<file path="src/rtl/instr_fetch_queue.sv">
// instr_fetch_queue: instruction prefetch FIFO between the MMU instruction port and the controlpath
// Ports: clk, rst_n (sync active-low) | MMU: instr_addr out, instr/wait_instr/instr_segv in
//        controlpath: instruction/instr_pc/instr_valid/instr_fault out, pc_inc/redirect/redirect_pc in
module instr_fetch_queue #(
    parameter int          DEPTH    = 4,
    parameter logic [31:0] RESET_PC = 32'h0000_0000
) (
    input  logic        clk,
    input  logic        rst_n,
    output logic [31:0] instr_addr,
    input  logic [31:0] instr,
    input  logic        wait_instr,
    input  logic        instr_segv,
    output logic [31:0] instruction,
    output logic [31:0] instr_pc,
    output logic        instr_valid,
    output logic        instr_fault,
    input  logic        pc_inc,
    input  logic        redirect,
    input  logic [31:0] redirect_pc
);
    localparam int AW = $clog2(DEPTH);
    localparam logic [AW:0] FULL = (AW+1)'(DEPTH);
    typedef enum logic {FETCH, HOLD} state_t;
    state_t state, state_nx;
    logic [31:0] fpc;
    logic [31:0] mem_word [DEPTH];
    logic [31:0] mem_pc [DEPTH];
    logic        mem_fault [DEPTH];
    logic [AW-1:0] rd_ptr, wr_ptr;
    logic [AW:0] count;
    logic cmp, pop;
    assign cmp = state == FETCH && count < FULL && !wait_instr && !redirect;
    assign pop = pc_inc && instr_valid && !redirect;
    assign instr_addr  = fpc;
    assign instr_valid = count != '0;
    assign instruction = instr_valid ? mem_word[rd_ptr] : 32'h0;
    assign instr_pc    = instr_valid ? mem_pc[rd_ptr] : 32'h0;
    assign instr_fault = instr_valid && mem_fault[rd_ptr];
    // A faulting fetch parks the stream until the controlpath redirects it.
    always_comb begin
        state_nx = state;
        if (redirect)
            state_nx = FETCH;
        else if (cmp && instr_segv)
            state_nx = HOLD;
    end
    always_ff @(posedge clk) begin
        if (!rst_n)
            state <= FETCH;
        else
            state <= state_nx;
    end
    always_ff @(posedge clk) begin
        if (!rst_n) begin
            fpc    <= RESET_PC;
            count  <= '0;
            rd_ptr <= '0;
            wr_ptr <= '0;
        end else if (redirect) begin
            fpc    <= {redirect_pc[31:2], 2'b00};
            count  <= '0;
            rd_ptr <= '0;
            wr_ptr <= '0;
        end else begin
            if (cmp) begin
                wr_ptr <= wr_ptr + 1'b1;
                if (!instr_segv)
                    fpc <= fpc + 32'd4;
            end
            if (pop)
                rd_ptr <= rd_ptr + 1'b1;
            count <= count + (AW+1)'(cmp) - (AW+1)'(pop);
        end
    end
    // Storage needs no reset: entries are only visible through count.
    always_ff @(posedge clk) begin
        if (cmp) begin
            mem_word[wr_ptr]  <= instr_segv ? 32'h0 : instr;
            mem_pc[wr_ptr]    <= fpc;
            mem_fault[wr_ptr] <= instr_segv;
        end
    end
endmodule

</file>
<file path="config.mk">
export PLATFORM = sky130hd
export DESIGN_NAME = instr_fetch_queue
export DESIGN_NICKNAME = d
export VERILOG_FILES = /design/src/rtl/instr_fetch_queue.sv
export SDC_FILE = /design/constraint.sdc
export NUM_CORES = 1
export LEC_CHECK = 0
export ABC_CLOCK_PERIOD_IN_PS = 5020
export CAP_MARGIN = 5
export CORE_MARGIN = 8
export CORE_UTILIZATION = 45
export DETAILED_ROUTE_END_ITERATION = 16
export PLACE_DENSITY = 0.66
export SLEW_MARGIN = 10
export SYNTH_ARGS = -nofsm -noshare
export SYNTH_HDL_FRONTEND = slang
export SYNTH_SLANG_ARGS = --single-unit
</file>
<file path="constraint.sdc">
create_clock -name clk -period 5.02 [get_ports clk]
set_clock_uncertainty 0.05 [all_clocks]
set_input_delay 0.753 -clock clk [delete_from_list [all_inputs] [get_ports clk]]
set_output_delay 0.753 -clock clk [all_outputs]
set_load 0.05 [all_outputs]
</file>
==> results of run 1 <==
## where the power goes
| group | total (mW) | switching (mW) | internal [mW] | leakage (nW) |
|---|---|---|---|---|
| Combinational | 0.477 | 0.288 | 0.189 | 1.74 |
| Clock | 2.15 | 0.870 | 1.28 | 0.472 |
| Sequential | 2.76 | 0.0595 | 2.70 | 2.66 |
## synth_stat cells (all sizes together)
cell type and count:
edfxtp 252, and2 70, mux4 63, dfxtp 40, clkbuf 32, nor2b 32, o21ai 28, nand2 17
buf 14, nand3 13, nand4 13, a31oi 12, and3 12, nor2 12, inv 9, or4 9
xnor2 9, or3 8, a21oi 7, and4 7, ha 7, nand2b 7, nor3 6, o31ai 6
o311a 5, xor2 5, o211a 4, a32oi 3, nor4 3, o21a 3, a221o 1, conb 1
fa 1, mux2i 1, o31a 1
## flip-flops by register name, indices dropped and copies added (netlist names), named ones only
signal and flops:
count 3, wr_ptr 2, mem_word 128, instr_addr 30, mem_pc 120, mem_fault 4
rd_ptr 2, state 1
## final timing paths
kind,startpoint,to,cells past startpoint
worst max-delay path,count[2],instr_pc[28],4
worst min-delay path,rd_ptr[1],flip-flop,2
worst max register to register,count[2],count[2],10
worst min register to register,rd_ptr[1],flip-flop,2
## logic make-up (layout without fill, tap and decap cells)
family | Yosys count | in the layout | share of synthesized area
simple gates | 209 | 209 | 0.1048
mux | 64 | 64 | 0.1194
other cells | 1 | 4 | 0.0003132
xor+xnor | 14 | 14 | 0.01024
flops | 292 | 292 | 0.6990
buf+inv | 55 | 238 | 0.01944
compound gates | 70 | 70 | 0.03783
fa+ha+maj | 8 | 8 | 0.008988
## tightest hold or removal path, cell delays in order (launching register included)
cell and delay, ps:
dfxtp_1 330, xnor2_1 110, nor2_1 40
## layout make-up
cell class	instances	area (sq um)	share of cell area
clock inverter	15	162.7	0.01089
multi-input combinational	369	3393	0.2271
timing repair buffer	176	1757	0.1176
tap	335	419.2	0.02805
clock buffer	38	799.5	0.05351
sequential	292	8376	0.5606
inverter	9	33.78	0.002261
## through the flow
step | utilization | instances | setup WS, ps | instance area [sq um]
2_1_floorplan | - | 716 | 1614 | 11980
6_report | 0.5733 | 1234 | 1038 | 14940
4_1_cts | 0.5733 | 1234 | 944.3 | 14940
3_5_place_dp | 0.5364 | 1181 | 1386 | 13980
5_1_grt | 0.5733 | 1234 | 852.3 | 14940
3_3_place_gp | 0.5364 | 1181 | 1463 | 13980
## metal layers
layer / part of all wire / GRT usage / vias up
li1: - / - / 3116
met1: 0.43 / 0.2236 / 3549
met2: 0.48 / 0.2770 / 241
met3: 0.078 / 0.04275 / 30
met4: 0.013 / 0.03143 / 2
met5: 0.00048 / 0 / -
==> reports/results.tsv, run 1 <==
stage	metric	value	unit
final_layout	drive_gt1_frac	0.1479	
logic_synthesis	synth_seq_cells	292	
clock_network	root_buffer	clkbuf_16	
detailed_routing	routed_via_density	5.622	
global_route	track_usage	0.1678	
power_and_ir_drop	p_leak	4.874	nW
hold_path	hold_class	reg2reg	
placement	gp_congestion	0.7702	
logic_synthesis	ys_seq_area_frac	0.6990	
critical_path	crit_arrival	3180	ps
die	start_util	0.4594	
clock_network	cts.path.max_buffers	3	
global_route	grt_max_degree	64	
timing	max_freq	251.1	MHz
final_layout	fin_nets	955	
logic_synthesis	synth_area_leader_cell	edfxtp_1	
timing	fin_crit	3982	ps
clock_network	post_cts_buffers	0	
power_and_ir_drop	powerDensity	360.5	nW/um^2
critical_path	cpMaxStageDelayCell	clkdlybuf4s50_1	
timing	max_slew_margin	0.3455	
global_route	grt_pass1_wl	41.92	mm
clock_network	hold_buffers	0	
global_route	grt_pass1_vias	7262	
clock_network	cts_buffers	29	
logic_synthesis	synth.avg_cell_area	16.79	sq um
global_route	antenna_found_initial	1	
die	num_rows	59	
timing	rsz0062_at_grt	no	
final_layout	most-common-layout-cells	252 x edfxtp_1, 160 x clkdlybuf4s50_1, 66 x and2_1	
timing	worstMarginPinSlew	981.7	ps
placement	dp_hpwl	16.77	mm
logic_synthesis	synth.distinct_cells	38	
critical_path	worstPathMaxFanout	45	
critical_path	cp-start-kind	flip-flop	
critical_path	cp_top_family	buffers and inverters	
die	die_h	179.1	um
critical_path	cp_num_buf_inv	2	
power_and_ir_drop	irDropWorstVdd	0.0001963	V
critical_path	path_class	reg2out	
critical_path	worstPathCellList	or3_2 > buf_4 > and2_1 > clkdlybuf4s50_1	
die	die_w	179.1	um
clock_network	clk_latency	530	ps
detailed_routing	vias	6938	
placement	io_buffers	161	
logic_synthesis	syn_area	11970	sq um
clock_network	numClockSinks	292	
final_layout	final_common_cell	edfxtp_1	
die	dieArea	32080	sq um
timing	finalMaxSlewViolations	0	
clock_network	cts_tree	done	
timing	tns	0	ps
detailed_routing	ant_nets	0	
logic_synthesis	ys.warnings.count	0	
critical_path	r2r_slack	1690	ps
power_and_ir_drop	p_total	5.385	mW
clock_network	cts_resized	0	
detailed_routing	wl_per_cell	21.91	um
critical_path	worstSetupEndpointType	output port	
detailed_routing	routed_wl	27.03	mm
timing	finalCritPeriodShare	0.7932	
logic_synthesis	synthesis.instances	713	
critical_path	required	4220	ps
logic_synthesis	synth_area_leaders	edfxtp_1 63%, mux4_2 12%, dfxtp_1 6.7%, and2_1 3.7%, nor2b_1 1.7%	
final_layout	n_antenna_cell	0	
die	core-area	26060	sq um
detailed_routing	drt_iter0_drc	464	
final_layout	nFillCells	2019	
timing	hold_viol_final	0	
critical_path	cp_slowest_stage_delay	820	ps
global_route	grt_overflow	0	
detailed_routing	drt_pre_antenna_iters	5	
timing	finalSetupViolCount	0	
flow_run	maxCapViolCount	0	
clock_network	clkSlewWorstSetupHoldPaths	60	ps
outcome	status	finished clean	
die	ios	168	
final_layout	syn_to_final_growth	24.80	%
logic_synthesis	synth_top_area_share	0.6321	
clock_network	cts_htree_levels	1	
detailed_routing	drc	0	
timing	hold_slack	467.8	ps
No activity file was read; power rests on OpenSTA's default activity.
==> run 2: changes to the inputs <==
--- a/config.mk
+++ b/config.mk
@@ -5,7 +5,7 @@
 export SDC_FILE = /design/constraint.sdc
 export NUM_CORES = 1
 export LEC_CHECK = 0
-export ABC_CLOCK_PERIOD_IN_PS = 5020
+export ABC_CLOCK_PERIOD_IN_PS = 3900
 export CAP_MARGIN = 5
 export CORE_MARGIN = 8
 export CORE_UTILIZATION = 45
==> constraint.sdc (replaced) <==
create_clock -name clk -period 3.9 [get_ports clk]
set_clock_uncertainty 0.05 [all_clocks]
set_input_delay 0.585 -clock clk [delete_from_list [all_inputs] [get_ports clk]]
set_output_delay 0.585 -clock clk [all_outputs]
set_load 0.05 [all_outputs]
==> run 2 against run 1 <==
Compared with the run above: critical path depth unchanged; worst setup slack worse by 710 ps; sequential cell count unchanged; critical path type unchanged; critical endpoint is now instruction[0].
==> reports/results.tsv, run 2 (synthesis gave the netlist of run 1 again) <==
stage	metric	value	unit	change
global_route	grt_pass1_vias	7170		was 7262
detailed_routing	drt_pre_antenna_iters	5		unchanged
clock_network	root_buffer	clkbuf_16		unchanged
detailed_routing	ant_nets	0		unchanged
timing	finalSetupViolCount	0		unchanged
power_and_ir_drop	powerDensity	471.6	nW/um^2	was 360.5 nW/um^2
critical_path	crit_arrival	2930	ps	was 3180 ps
clock_network	cts.path.max_buffers	3		unchanged
die	ios	168		unchanged
critical_path	path_class	reg2out		unchanged
outcome	status	finished clean		unchanged
die	start_util	0.4594		unchanged
final_layout	syn_to_final_growth	26.23	%	was 24.80%
die	core-area	26060	sq um	unchanged
critical_path	worstSetupEndpointType	output port		unchanged
clock_network	post_cts_buffers	0		unchanged
detailed_routing	vias	6827		was 6938
clock_network	hold_buffers	0		unchanged
placement	io_buffers	161		unchanged
power_and_ir_drop	irDropWorstVdd	0.0003088	V	was 0.0001963 V
clock_network	cts_resized	0		unchanged
timing	hold_slack	476.4	ps	was 467.8 ps
final_layout	drive_gt1_frac	0.1474		was 0.1479
final_layout	final_common_cell	edfxtp_1		unchanged
timing	hold_viol_final	0		unchanged
placement	gp_congestion	0.7948		was 0.7702
detailed_routing	drt_iter0_drc	478		was 464
clock_network	numClockSinks	292		unchanged
final_layout	most-common-layout-cells	252 x edfxtp_1, 160 x clkdlybuf4s50_1, 66 x and2_1		unchanged
clock_network	cts_buffers	30		was 29
clock_network	clk_latency	540	ps	was 530 ps
detailed_routing	routed_wl	26.53	mm	was 27.03 mm
critical_path	required	3260	ps	was 4220 ps
timing	finalMaxSlewViolations	0		unchanged
clock_network	cts_tree	done		unchanged
timing	max_slew_margin	0.5519		was 0.3455
global_route	grt_overflow	0		unchanged
power_and_ir_drop	p_leak	4.947	nW	was 4.874 nW
critical_path	cp-start-kind	flip-flop		unchanged
clock_network	clkSlewWorstSetupHoldPaths	60	ps	about the same
global_route	antenna_found_initial	0		was 1
final_layout	top_register	mem_word		unchanged
timing	max_freq	280.2	MHz	
final_layout	largest_reg_flops	128		unchanged
timing	fin_crit	3568	ps	
flow_run	maxCapViolCount	0		unchanged
clock_network	cts_htree_levels	1		unchanged
critical_path	worstPathMaxFanout	23		was 45
detailed_routing	drc	0		unchanged
die	dieArea	32080	sq um	unchanged
hold_path	hold_class	reg2reg		unchanged
die	num_rows	59		unchanged
timing	rsz0062_at_grt	no		unchanged
global_route	grt_max_degree	44		was 64
die	die_h	179.1	um	unchanged
global_route	grt_pass1_wl	40.89	mm	was 41.92 mm
final_layout	fin_nets	963		was 955
placement	dp_hpwl	16.93	mm	was 16.77 mm
timing	worstMarginPinSlew	670.2	ps	was 981.7 ps
timing	tns	0	ps	unchanged
detailed_routing	wl_per_cell	21.31	um	was 21.91 um
detailed_routing	routed_via_density	5.484		was 5.622
global_route	track_usage	0.1638		was 0.1678
timing	finalCritPeriodShare	0.9150		
die	die_w	179.1	um	unchanged
## run 2: power breakdown
part	internal (mW)	switching, mW	leakage (nW)
combinational	0.250	0.374	1.79
sequential	3.48	0.0716	2.66
clock	1.82	1.14	0.496
total	5.55	1.58	4.95
## run 2: per-stage QoR
step                      power (mW)  cells  setup WS (ps)  utilization  cell area, sq um
after detailed placement       4.244   1188          825.9       0.5404             14080
final                          7.127   1245          331.6       0.5799             15110
after global placement         4.238   1188          829.5       0.5404             14080
after global routing           7.368   1244          158.7       0.5798             15110
after CTS                      7.204   1244          238.7       0.5798             15110
after floorplan                3.970    716          661.5            -             11980
## run 2: path summary, 6_finish.rpt
path / to / cells past startpoint / startpoint / slack, ps
max: instruction[0] / 4 / flip-flop / 330
min reg2reg: flip-flop / 2 / rd_ptr[1] / 480
max reg2reg: count[2] / 9 / count[2] / 950
min: flip-flop / 2 / rd_ptr[1] / 480
## run 2: layout make-up
cell class / instances / area (sq um)
inverter: 9 / 33.78
antenna: 1 / 2.502
tap: 335 / 419.2
sequential: 292 / 8376
fill: 2013 / 10950
clock buffer: 41 / 792.0
clock inverter: 15 / 236.5
multi-input combinational: 369 / 3393
timing repair buffer: 183 / 1859
## run 2: metal layers
layer	global-route usage	vias to the layer above	wire, um
li1	-	3140	-
met1	0.2256	3427	11590
met2	0.2608	230	12470
met3	0.04275	30	2132
met4	0.03211	0	340
met5	0	-	0
## run 2: critical path: stages, from the launching register on
cell and delay [ps]:
dfxtp_4 660, buf_12 290, mux4_2 560, and2_1 180, clkdlybuf4s50_1 700
==> run 3: changes to the inputs <==
--- a/config.mk
+++ b/config.mk
@@ -11,7 +11,7 @@
 export CORE_UTILIZATION = 45
 export DETAILED_ROUTE_END_ITERATION = 16
 export PLACE_DENSITY = 0.66
-export SLEW_MARGIN = 10
+export SLEW_MARGIN = 25
 export SYNTH_ARGS = -nofsm -noshare
 export SYNTH_HDL_FRONTEND = slang
 export SYNTH_SLANG_ARGS = --single-unit
==> results of run 3 <==
The final DEF is identical to that of run 2; final timing and power are the same.
